`config.mk`:
```
export PLATFORM = sky130hd
export DESIGN_NAME = pipelined_control_unit
export DESIGN_NICKNAME = d
export VERILOG_FILES = /design/src/rtl/pipelined_control_unit.sv
export SDC_FILE = /design/constraint.sdc
export NUM_CORES = 1
export LEC_CHECK = 0
export CAP_MARGIN = 10
export CORE_MARGIN = 10
export CORE_UTILIZATION = 44
export CTS_BUF_LIST = sky130_fd_sc_hd__clkbuf_8
export DETAILED_ROUTE_END_ITERATION = 7
export PLACE_DENSITY = 0.95
export SYNTH_ARGS = -nofsm -noshare
export SYNTH_HDL_FRONTEND = slang
export SYNTH_SLANG_ARGS = --single-unit
export TNS_END_PERCENT = 5
```
`constraint.sdc`:
```
create_clock -name CLK -period 2.55 [get_ports CLK]
set_input_delay 0.255 -clock CLK [delete_from_list [all_inputs] [get_ports CLK]]
set_output_delay 0.255 -clock CLK [all_outputs]
set_load 0.02 [all_outputs]
```
`src/rtl/pipelined_control_unit.sv`:
```
// ID-stage control decoder for RV32I(M) with a registered ID/EX control bundle.
// Define M_EXT_EN to decode MUL/DIV/REM and enable the multi-cycle stall FSM.
module pipelined_control_unit #(
   parameter int MUL_LATENCY = 3,
   parameter int DIV_LATENCY = 33
) (
   input  logic        CLK,
   input  logic        RESET,
   input  logic [31:0] INSTRUCTION,
   input  logic        VALID_IN,
   input  logic        STALL,
   input  logic        FLUSH,
   output logic        OP1_SEL,
   output logic        OP2_SEL,
   output logic        REG_WRITE_EN,
   output logic [2:0]  IMM_SEL,
   output logic [3:0]  BR_SEL,
   output logic [4:0]  ALU_OP,
   output logic [2:0]  MEM_WRITE,
   output logic [3:0]  MEM_READ,
   output logic [1:0]  REG_WRITE_SEL,
   output logic        VALID_OUT,
   output logic        ILLEGAL,
   output logic        STALL_REQ
);

   localparam logic [6:0] OPC_LUI    = 7'b0110111;
   localparam logic [6:0] OPC_AUIPC  = 7'b0010111;
   localparam logic [6:0] OPC_JAL    = 7'b1101111;
   localparam logic [6:0] OPC_JALR   = 7'b1100111;
   localparam logic [6:0] OPC_BRANCH = 7'b1100011;
   localparam logic [6:0] OPC_LOAD   = 7'b0000011;
   localparam logic [6:0] OPC_STORE  = 7'b0100011;
   localparam logic [6:0] OPC_OP_IMM = 7'b0010011;
   localparam logic [6:0] OPC_OP     = 7'b0110011;

   localparam logic [6:0] F7_BASE   = 7'b0000000;
   localparam logic [6:0] F7_ALT    = 7'b0100000;
   localparam logic [6:0] F7_MULDIV = 7'b0000001;

   localparam logic [2:0] IMM_I    = 3'b000;
   localparam logic [2:0] IMM_S    = 3'b001;
   localparam logic [2:0] IMM_B    = 3'b010;
   localparam logic [2:0] IMM_U    = 3'b011;
   localparam logic [2:0] IMM_J    = 3'b100;
   localparam logic [2:0] IMM_NONE = 3'b101;

   localparam logic [1:0] WB_ALU = 2'b00;
   localparam logic [1:0] WB_MEM = 2'b01;
   localparam logic [1:0] WB_PC4 = 2'b10;

   typedef struct packed {
      logic       op1_sel;
      logic       op2_sel;
      logic       reg_write_en;
      logic [2:0] imm_sel;
      logic [3:0] br_sel;
      logic [4:0] alu_op;
      logic [2:0] mem_write;
      logic [3:0] mem_read;
      logic [1:0] reg_write_sel;
      logic       valid;
      logic       illegal;
   } ctrl_t;

   logic [6:0] opcode;
   logic [2:0] funct3;
   logic [6:0] funct7;
   logic       unused_fields;

   assign opcode        = INSTRUCTION[6:0];
   assign funct3        = INSTRUCTION[14:12];
   assign funct7        = INSTRUCTION[31:25];
   assign unused_fields = ^{INSTRUCTION[24:15], INSTRUCTION[11:7]};

   ctrl_t dec;
   ctrl_t ctrl_q;
   logic  bad;
   logic  load_en;
`ifdef M_EXT_EN
   logic  dec_mul;
   logic  dec_div;
`endif

   always_comb begin
      // NOTE: every variable is given a default first so no path can infer a latch.
      dec = '0;
      bad = 1'b0;
`ifdef M_EXT_EN
      dec_mul = 1'b0;
      dec_div = 1'b0;
`endif
      if (VALID_IN) begin
         dec.valid = 1'b1;
         case (opcode)
            OPC_OP: begin
               dec.reg_write_en = 1'b1;
               dec.imm_sel      = IMM_NONE;
               dec.alu_op       = {funct7[0], funct7[5], funct3};
               if (funct7 == F7_BASE) begin
                  bad = 1'b0;
               end else if (funct7 == F7_ALT && (funct3 == 3'b000 || funct3 == 3'b101)) begin
                  bad = 1'b0;
`ifdef M_EXT_EN
               end else if (funct7 == F7_MULDIV) begin
                  dec_mul = ~funct3[2];
                  dec_div = funct3[2];
`endif
               end else begin
                  bad = 1'b1;
               end
            end
            OPC_OP_IMM: begin
               dec.reg_write_en = 1'b1;
               dec.op2_sel      = 1'b1;
               dec.imm_sel      = IMM_I;
               dec.alu_op       = {1'b0, (funct3 == 3'b101) ? funct7[5] : 1'b0, funct3};
               // Only the shift forms carry a funct7; the rest hold immediate bits there.
               if (funct3 == 3'b001 && funct7 != F7_BASE) bad = 1'b1;
               if (funct3 == 3'b101 && funct7 != F7_BASE && funct7 != F7_ALT) bad = 1'b1;
            end
            OPC_LOAD: begin
               dec.reg_write_en  = 1'b1;
               dec.op2_sel       = 1'b1;
               dec.imm_sel       = IMM_I;
               dec.mem_read      = {1'b1, funct3};
               dec.reg_write_sel = WB_MEM;
            end
            OPC_STORE: begin
               dec.op2_sel   = 1'b1;
               dec.imm_sel   = IMM_S;
               dec.mem_write = {1'b1, funct3[1:0]};
            end
            OPC_BRANCH: begin
               dec.imm_sel = IMM_B;
               dec.br_sel  = {1'b1, funct3};
            end
            OPC_LUI: begin
               dec.reg_write_en = 1'b1;
               dec.op2_sel      = 1'b1;
               dec.imm_sel      = IMM_U;
               dec.alu_op       = 5'b11111;
            end
            OPC_AUIPC: begin
               dec.reg_write_en = 1'b1;
               dec.op1_sel      = 1'b1;
               dec.op2_sel      = 1'b1;
               dec.imm_sel      = IMM_U;
            end
            OPC_JAL: begin
               dec.reg_write_en  = 1'b1;
               dec.op1_sel       = 1'b1;
               dec.op2_sel       = 1'b1;
               dec.imm_sel       = IMM_J;
               dec.br_sel        = 4'b0010;
               dec.reg_write_sel = WB_PC4;
            end
            OPC_JALR: begin
               dec.reg_write_en  = 1'b1;
               dec.op2_sel       = 1'b1;
               dec.imm_sel       = IMM_I;
               dec.br_sel        = 4'b0010;
               dec.reg_write_sel = WB_PC4;
            end
            default: bad = 1'b1;
         endcase
         if (bad) begin
            dec         = '0;
            dec.valid   = 1'b1;
            dec.illegal = 1'b1;
         end
      end
   end

`ifdef M_EXT_EN
   typedef enum logic {IDLE, BUSY} state_e;

   localparam int MAX_LAT = (MUL_LATENCY > DIV_LATENCY) ? MUL_LATENCY : DIV_LATENCY;
   localparam int CNT_W   = (MAX_LAT > 1) ? $clog2(MAX_LAT) : 1;
   localparam logic [CNT_W-1:0] MUL_CNT = CNT_W'(MUL_LATENCY - 1);
   localparam logic [CNT_W-1:0] DIV_CNT = CNT_W'(DIV_LATENCY - 1);

   state_e           state_q, state_d;
   logic [CNT_W-1:0] cnt_q, cnt_d;

   always_comb begin
      state_d = state_q;
      cnt_d   = cnt_q;
      load_en = 1'b0;
      if (FLUSH) begin
         state_d = IDLE;
         cnt_d   = '0;
      end else if (state_q == BUSY) begin
         cnt_d = cnt_q - 1'b1;
         if (cnt_q == CNT_W'(1)) state_d = IDLE;
      end else if (!STALL) begin
         load_en = 1'b1;
         if (!bad && dec_mul && MUL_LATENCY > 1) begin
            state_d = BUSY;
            cnt_d   = MUL_CNT;
         end else if (!bad && dec_div && DIV_LATENCY > 1) begin
            state_d = BUSY;
            cnt_d   = DIV_CNT;
         end
      end
   end

   // NOTE: sequential state uses non-blocking assignments so every flop samples pre-edge values.
   always_ff @(posedge CLK) begin
      if (RESET) begin
         state_q <= IDLE;
         cnt_q   <= '0;
      end else begin
         state_q <= state_d;
         cnt_q   <= cnt_d;
      end
   end

   assign STALL_REQ = (state_q == BUSY);
`else
   localparam int unused_latency_sum = MUL_LATENCY + DIV_LATENCY;

   assign load_en   = ~FLUSH & ~STALL;
   assign STALL_REQ = 1'b0;
`endif

   always_ff @(posedge CLK) begin
      if (RESET || FLUSH) begin
         ctrl_q <= '0;
      end else if (load_en) begin
         ctrl_q <= dec;
      end
   end

   assign OP1_SEL       = ctrl_q.op1_sel;
   assign OP2_SEL       = ctrl_q.op2_sel;
   assign REG_WRITE_EN  = ctrl_q.reg_write_en;
   assign IMM_SEL       = ctrl_q.imm_sel;
   assign BR_SEL        = ctrl_q.br_sel;
   assign ALU_OP        = ctrl_q.alu_op;
   assign MEM_WRITE     = ctrl_q.mem_write;
   assign MEM_READ      = ctrl_q.mem_read;
   assign REG_WRITE_SEL = ctrl_q.reg_write_sel;
   assign VALID_OUT     = ctrl_q.valid;
   assign ILLEGAL       = ctrl_q.illegal;

endmodule

```
==> run metrics, run 1 <==
run status complete, no violations; H-tree depth 1; Worst setup EP type flop; Layout Cells excl Fill 222; Final Max Tran Viols 0; Placed Area 0.00174 mm2; RSZ-0062 raised after global routing no; DIE AREA 0.00535 mm2; endpoints failing setup 0; I/O pins 64; Post-DP HPWL 2930 um; PortBufs 47; TritonRoute pass-1 iters 4; post-synthesis cell type count 44; Rel. slew slack 65.6%; cell taking the most area after synthesis dfxtp_1; initial antenna violation count 0; CTS resizes 0; period utilization 74.9%; Worst Path Required 2.73 ns; grt total ovfl 0; slew at the pin with the worst max-slew slack 0.515 ns; ys flop type dfxtp_1; commonest non-fill, non-tap cell in the layout clkdlybuf4s50_1; Yosys top cell area share 41.9%; Pwr Density 477 mW/mm2; critical path arrival 2.09 ns; antenna cell count 0; Critical Path Slowest Stage Cell clkdlybuf4s50_1; most frequent cells in the layout clkdlybuf4s50_1, dfxtp_1, nor2_1; first-pass GRT wire length 6190 um; routed len/inst 17.3 um; CTS root buf clkbuf_8; number of global-route vias before repair 1258; Power Total 0.866 mW; Hold WS 0.454 ns; Worst-Skew Late Latency 0.28 ns; Worst Skew 0 ns; Setup TNS 0 ns; Max Buffers Root-to-Sink 2; Final WS setup 0.641 ns; initial core utilization 45.5%; TritonCTS buffer count 3; worst vdd ir 0.371 mV; Leak 0.621 nW; critical-path cell list clkdlybuf4s50_1 -> nand2b_1 -> a221o_1 -> a32oi_2 -> nand4_1 -> a22o_1; Final min period 1.91 ns; met3 wire length 252 um; Cells after DPL 218; Final Net Count 229; Placeable Area 0.00273 mm2; CTS tree built; gpl congestion 0.855; die span in x 73.2 um; HP Class reg2reg; CP max stage delay 0.57 ns; # Post-CTS Setup Buffers 0; Worst Setup Slack post-DPL 0.364 ns; area grow syn2layout 45.9%; synthesized area per cell 8.58 um2; #FFs+latches synth 26; Clk pin slew, worst setup/hold paths 0.09 ns; Synthesis Warnings 0; maxcap violations 0; Syn Std Cell Area 0.00124 mm2; Post-synth EDFFs 0; routed vias/inst 5.75; initial DRC count 133; uppermost layer routed met4; maximum number of pins on one net before global-route repair 17; Hold Buf Count CTS 0; post-synthesis sequential area ratio 41.9%; Hold Fails Final Rpt 0; fraction of layout cells with a size suffix above 1 7.33%; met1 wire length 1510 um; all-layer global routing usage 14.5%; Synth area leaders dfxtp_1, nor2_1, a21oi_1, a22oi_1, nand2_1; Max Fclk 524 MHz; Remaining DRCs 0; Mapped Cells 145; crit path kind in2reg; Clock Sink Count 26; met2 wire length 2000 um; Syn Nets 182; Util after Layout 66.4%; CP Max Fanout 9; site row count 19; Final Cell Area 0.00181 mm2; Worst setup SP type input pin; Via Count 1277; final wirelength 3840 um; Post-synth ARST share 0%; ANT nets after route 0; Vert. Die Dim 73.2 um
==> sequential cells by signal, summed over array words and instances (netlist names) <==
register       count
OP2_SEL            1
MEM_WRITE          3
IMM_SEL            3
ALU_OP             5
REG_WRITE_EN       1
VALID_OUT          1
MEM_READ           4
OP1_SEL            1
REG_WRITE_SEL      2
BR_SEL             4
ILLEGAL            1
==> Yosys cell counts, types with 2 or more instances <==
master and instances:
o31ai_1 2, a22oi_1 8, a32o_1 3, clkbuf_1 6, nand2_1 12, o21ai_0 2
a22o_1 2, o21ai_1 5, a21oi_1 13, inv_1 2, nand3_1 4, dfxtp_1 26
or2_1 2, nand2b_1 2, nor3b_1 2, buf_2 2, nor2_1 25
==> routing by layer <==
layer	up-vias	track usage, %
li1	629	-
met1	606	15.3
met2	36	25.1
met3	6	4.08
met4	0	8.02
met5	-	0
==> final timing paths <==
path	startpoint	endpoint	slack [ns]	cells after the start
setup / recovery	INSTRUCTION[4]	ILLEGAL$_SDFFE_PP0P_	0.64	6
hold / removal	ALU_OP[0]$_SDFFE_PP0P_	ALU_OP[0]$_SDFFE_PP0P_	0.45	2
hold reg to reg	ALU_OP[0]$_SDFFE_PP0P_	ALU_OP[0]$_SDFFE_PP0P_	0.45	2
setup reg to reg	BR_SEL[1]$_SDFFE_PP0P_	BR_SEL[1]$_SDFFE_PP0P_	1.82	2
==> where the power goes <==
group          leakage, nW  switching (mW)  internal [mW]  total [mW]
sequential           0.209        0.000642          0.407       0.407
combinational        0.376          0.0557         0.0505       0.106
clock               0.0357           0.141          0.211       0.352
total                0.621           0.198          0.668       0.866
==> cell families (layout without fill, tap and decap cells) <==
kind of cell	Yosys count	in the layout	synth area share (%)
compound gates	45	45	25.4
other cells	1	1	0.302
buf+inv	11	57	3.82
simple gates	61	61	28.0
flops	26	26	41.9
xor+xnor	1	1	0.704
==> cell type report <==
type / instances / area (um2)
Sequential cell: 26 / 520
Clock inverter: 1 / 30.0
Multi-Input combinational cell: 108 / 676
Tap cell: 31 / 38.8
Timing Repair Buffer: 51 / 500
Fill cell: 217 / 920
Clock buffer: 3 / 41.3
Inverter: 2 / 7.51
==> critical path, delay by kind of cell <==
kind / cells / cell delay (ns)
AOI/OAI and AO/OA: 3 / 0.84
buffers and inverters: 1 / 0.57
and+or+nand+nor: 2 / 0.42
Note: power is estimated with default switching activity, not from simulation.
==> run 2, diff against run 1 <==
- CORE_UTILIZATION: 44 -> 41
- PLACE_DENSITY: 0.95 -> 0.9
- clock period: 2.55 -> 1.92 ns (I/O delays scaled with it)
==> run 2 against run 1 <==
First-iteration DRC count shrank 16%. Critical path type unchanged. Clock skew is the same. Power grew 21%. Register-to-register slack lost 0.71 ns. Combinational power grew 52%. Sequential share of layout area shrank 1.3 points. Final cell count grew 6.3%. Setup slack lost 0.52 ns. Global-route usage shrank 0.59 points. Cell area grew 4.9%. Worst hold slack gained 0.0077 ns. Count of clock-buffer cells in the layout grew 1.
==> run metrics, run 2 (synthesized netlist as in run 1, its figures left out) <==
number of fill cells 237; Remaining DRCs 0; Worst Skew 0 ns; Worst Path Required 2.12 ns; Worst setup SP type input pin; ANT nets after route 0; Util after Layout 67.3%; Setup TNS 0 ns; maximum number of pins on one net before global-route repair 17; Placeable Area 0.00283 mm2; I/O pins 64; area grow syn2layout 53.0%; maxcap violations 0; Via Count 1338; Max Buffers Root-to-Sink 2; run status complete, no violations; initial DRC count 112; endpoints failing setup 0; initial core utilization 44.0%; WP buf/inv 1; CP max stage delay 0.59 ns; crit path kind in2reg; slew at the pin with the worst max-slew slack 0.515 ns; most frequent cells in the layout clkdlybuf4s50_1, dfxtp_1, nor2_1; H-tree depth 1; Hold Fails Final Rpt 0; all-layer global routing usage 13.9%; site row count 19; HP Class reg2reg; Rel. slew slack 65.7%; die span in x 75.1 um; Final min period 1.80 ns; CP Max Fanout 5; routed len/inst 16.6 um; Hold Buf Count CTS 0; TritonCTS buffer count 3; Multi-input gate area 676 um2; grt total ovfl 0; Crit path max-delay family simple AND/OR/NAND/NOR gates; number of global-route vias before repair 1335; Hold WS 0.461 ns; Post-DP HPWL 3170 um; fraction of layout cells with a size suffix above 1 13.7%; DIE AREA 0.00564 mm2; Final Net Count 243; CTS resizes 0; Clk pin slew, worst setup/hold paths 0.08 ns; period utilization 93.7%; Vert. Die Dim 75.1 um; critical path arrival 2.00 ns; initial antenna violation count 0; Reg area 520 um2; Worst setup EP type flop; first-pass GRT wire length 6270 um; final wirelength 3920 um; commonest non-fill, non-tap cell in the layout clkdlybuf4s50_1; CTS root buf clkbuf_8; Worst-Skew Late Latency 0.26 ns; Final Max Tran Viols 0; routed vias/inst 5.67; Max Fclk 556 MHz; Clock Sink Count 26; Pwr Density 549 mW/mm2; max reg flops 5; critical-path cell list clkdlybuf4s50_1 -> nand4bb_4 -> or4b_4 -> nor4_4 -> a22oi_1 -> nor2_1; PortBufs 47; RSZ-0062 raised after global routing no; CTS tree built; gpl congestion 0.859; Leak 0.682 nW; antenna cell count 0; # Post-CTS Setup Buffers 0; worst vdd ir 0.355 mV; Critical Path Slowest Stage Cell clkdlybuf4s50_1; TritonRoute pass-1 iters 4
run 2: cell count changes in the layout (fill, tap and decap cells not counted), sizes merged:
cell    change
clkbuf      +1
bufinv      -1
buf        +14
run 2: metal layers:
metal  vias up  global-route usage [%]  wire length (um)  part of all wire (%)
li1        650                       -                 -                     -
met2        53                    24.6              1990                    51
met1       629                    15.5              1530                    39
met5         -                       0                 0                     0
met3         6                    3.15               333                   8.5
met4         0                    6.30                64                   1.6
run 2: layout make-up:
class                   count  area share, %
repair buffers             65           31.8
multi-input cells         108           35.5
well taps                  31           2.04
inverters                   2          0.394
clock buffers               4           2.89
flip-flops and latches     26           27.4
run 2: where the power goes:
part	internal, mW	switching (mW)
clock	0.183	0.160
combinational	0.0811	0.0799
sequential	0.540	0.000703
run 2: worst register-to-register path, stage by stage (launching register included):
cell      delay, ns
dfxtp_1        0.32
a222oi_1       0.29
nor2_1         0.09
run 2: path summary, 6_finish.rpt:
| path | depth (start not counted) | end | slack, ns | from |
|---|---|---|---|---|
| setup / recovery | 6 | MEM_READ[2]$_SDFFE_PP0P_ | 0.12 | INSTRUCTION[0] |
| hold / removal | 2 | ALU_OP[2]$_SDFFE_PP0P_ | 0.46 | ALU_OP[2]$_SDFFE_PP0P_ |
| setup reg to reg | 2 | BR_SEL[1]$_SDFFE_PP0P_ | 1.11 | BR_SEL[1]$_SDFFE_PP0P_ |
| hold reg to reg | 2 | ALU_OP[2]$_SDFFE_PP0P_ | 0.46 | ALU_OP[2]$_SDFFE_PP0P_ |
run 2: per-stage QoR:
stage	setup slack, ns	power, mW	instance area (um2)	instances
floorplan	0.485	0.618	1240	145
global placement	-0.0773	0.706	1850	232
detailed placement	-0.148	0.711	1850	232
CTS	0.124	1.05	1900	236
global route	0.0292	1.08	1900	236
finish	0.121	1.04	1900	236
==> patch (flow settings as in run 1) <==
The option `M_EXT_EN` is turned on by a define.
--- a/src/rtl/pipelined_control_unit.sv
+++ b/src/rtl/pipelined_control_unit.sv
@@ -2,2 +2,4 @@
 // Define M_EXT_EN to decode MUL/DIV/REM and enable the multi-cycle stall FSM.
+`define M_EXT_EN
+
 module pipelined_control_unit #(
Check against the original RTL: not equivalent (Yosys sat finds a counterexample within 4 cycles, from zero or initial values).
==> patch against run 1 <==
  * Worst setup slack got worse by 0.21 ns
  * Synthesized cell count is 31% higher
  * Utilization fell by 3.2 points
  * Design area rose by 27%
  * Clock power increased by 11%
  * Synthesized area increased by 33%
  * Final cell count up 32%
  * Sequential share of layout area fell by 0.97 points
  * Total power is 17% higher
  * Critical path depth unchanged
  * Sequential cell count rose by 6
  * Routed wire length grew 23%
  * Critical path type unchanged
==> patch: results (changes against run 1) <==
[outcome]
status=finished, final reports clean

[global_route]
grt_pass1_vias=1680  ; +34%
grt_first_pass_wirelength_um=7980  ; +29%
grt.total_usage_pct=15.1  ; +0.59 points
grt_max_degree=24  ; +7

[cells_and_area]
largest_register_ffs=6  ; +1
fill_cells=318  ; +47%
drive_gt1_share_pct=11.8  ; +4.5 points

[placed_design]
portBuffers=48  ; +2.1%
place_congestion=0.868  ; +1.6%

[sta]
hold_ws_ns=0.453  ; -0.000772 ns
fin_skew_ns=0.00251  ; +0.00251 ns

[min_path]
hold_start=BR_SEL[3]$_SDFFE_PP0P_
min_path_cells=1  ; -1

[pwr]
ir_drop_v=0.000309  ; -17%

[yosys]
ys_seq_area_share_pct=38.6  ; -3.2 points
synth_nets=229  ; +26%
synth_area_per_cell_sq_um=8.73  ; +1.7%
ys_top_cells_by_count=32 x dfxtp_1, 25 x nand2_1, 13 x nor2_1
synth_area_leaders=dfxtp_1 39%, nand2_1 5.7%, o31ai_1 4.5%, a22o_1 3.7%, o21ai_0 3.3%

[critical_path]
slowest_stage=or4b_1
reg2reg_depth=4  ; +2
slowest_delay_ns=0.59  ; +0.02 ns

[clock_tree]
numCtsBuffers=5  ; +2
clk_pin_slew_ns=0.07  ; -0.02 ns
htreeDepth=2  ; +1

[routing]
num_vias=1671  ; +31%
vias_per_cell=5.68  ; -1.2%

==> patch: power by group through the flow <==
stage                     Sequential, mW  Combinational [mW]  Clock [mW]
after floorplan                    0.515              0.0531           0
after global placement             0.513               0.119           0
after detailed placement           0.513               0.121           0
after CTS                          0.502               0.122       0.393
after global routing               0.501               0.134       0.419
final                              0.502               0.123       0.391
==> patch: kinds of logic (layout without fill, tap and decap cells) <==
group	Yosys count	after routing	share of synthesized area (%)
and+or+nand+nor	81	81	28.7
AOI/OAI and AO/OA	54	54	23.3
DFF	32	32	38.6
buffers and inverters	16	72	4.83
muxes	4	4	2.49
adders and majority gates	2	2	1.51
xor gates and xnor gates	1	1	0.528
==> patch: how the worst max path moves through the flow <==
stage / start / to / slack (ns)
after floorplan: STALL_REQ$_SDFF_PP0_ / BR_SEL[0]$_SDFFE_PP0P_ / 0.68
final: INSTRUCTION[2] / IMM_SEL[0]$_SDFFE_PP0P_ / 0.43
after CTS: INSTRUCTION[2] / IMM_SEL[0]$_SDFFE_PP0P_ / 0.46
after global routing: INSTRUCTION[6] / cnt_q[5]$_SDFFE_PP0P_ / 0.31
after global placement: INSTRUCTION[2] / IMM_SEL[0]$_SDFFE_PP0P_ / 0.19
after detailed placement: INSTRUCTION[2] / IMM_SEL[0]$_SDFFE_PP0P_ / 0.16
==> patch: final cells by class <==
cell class              count  area, sq um  area share (%)
multi-input cells         142          937            40.6
flip-flops and latches     32          641            27.7
repair buffers             60          571            24.7
clock buffers               5         68.8            2.98
well taps                  48         60.1            2.60
clock inverters             3         18.8           0.812
inverters                   4         15.0           0.650
==> patch: per-stage QoR <==
step                      instance area [sq um]  total power [mW]
after CTS                                  2310              1.02
after detailed placement                   2220             0.634
after global placement                     2220             0.632
after global routing                       2310              1.05
final                                      2310              1.02
after floorplan                            1660             0.568
==> patch: metal layers <==
metal  vias to the layer above  share of wire, %  wire (um)  global-route usage, %
met4                         0               1.2         57                   5.19
met2                        62                51       2430                   26.3
met5                         -                 0          0                      0
li1                        810                 -          -                      -
met3                         8               8.7        414                   5.74
met1                       791                39       1840                   16.4
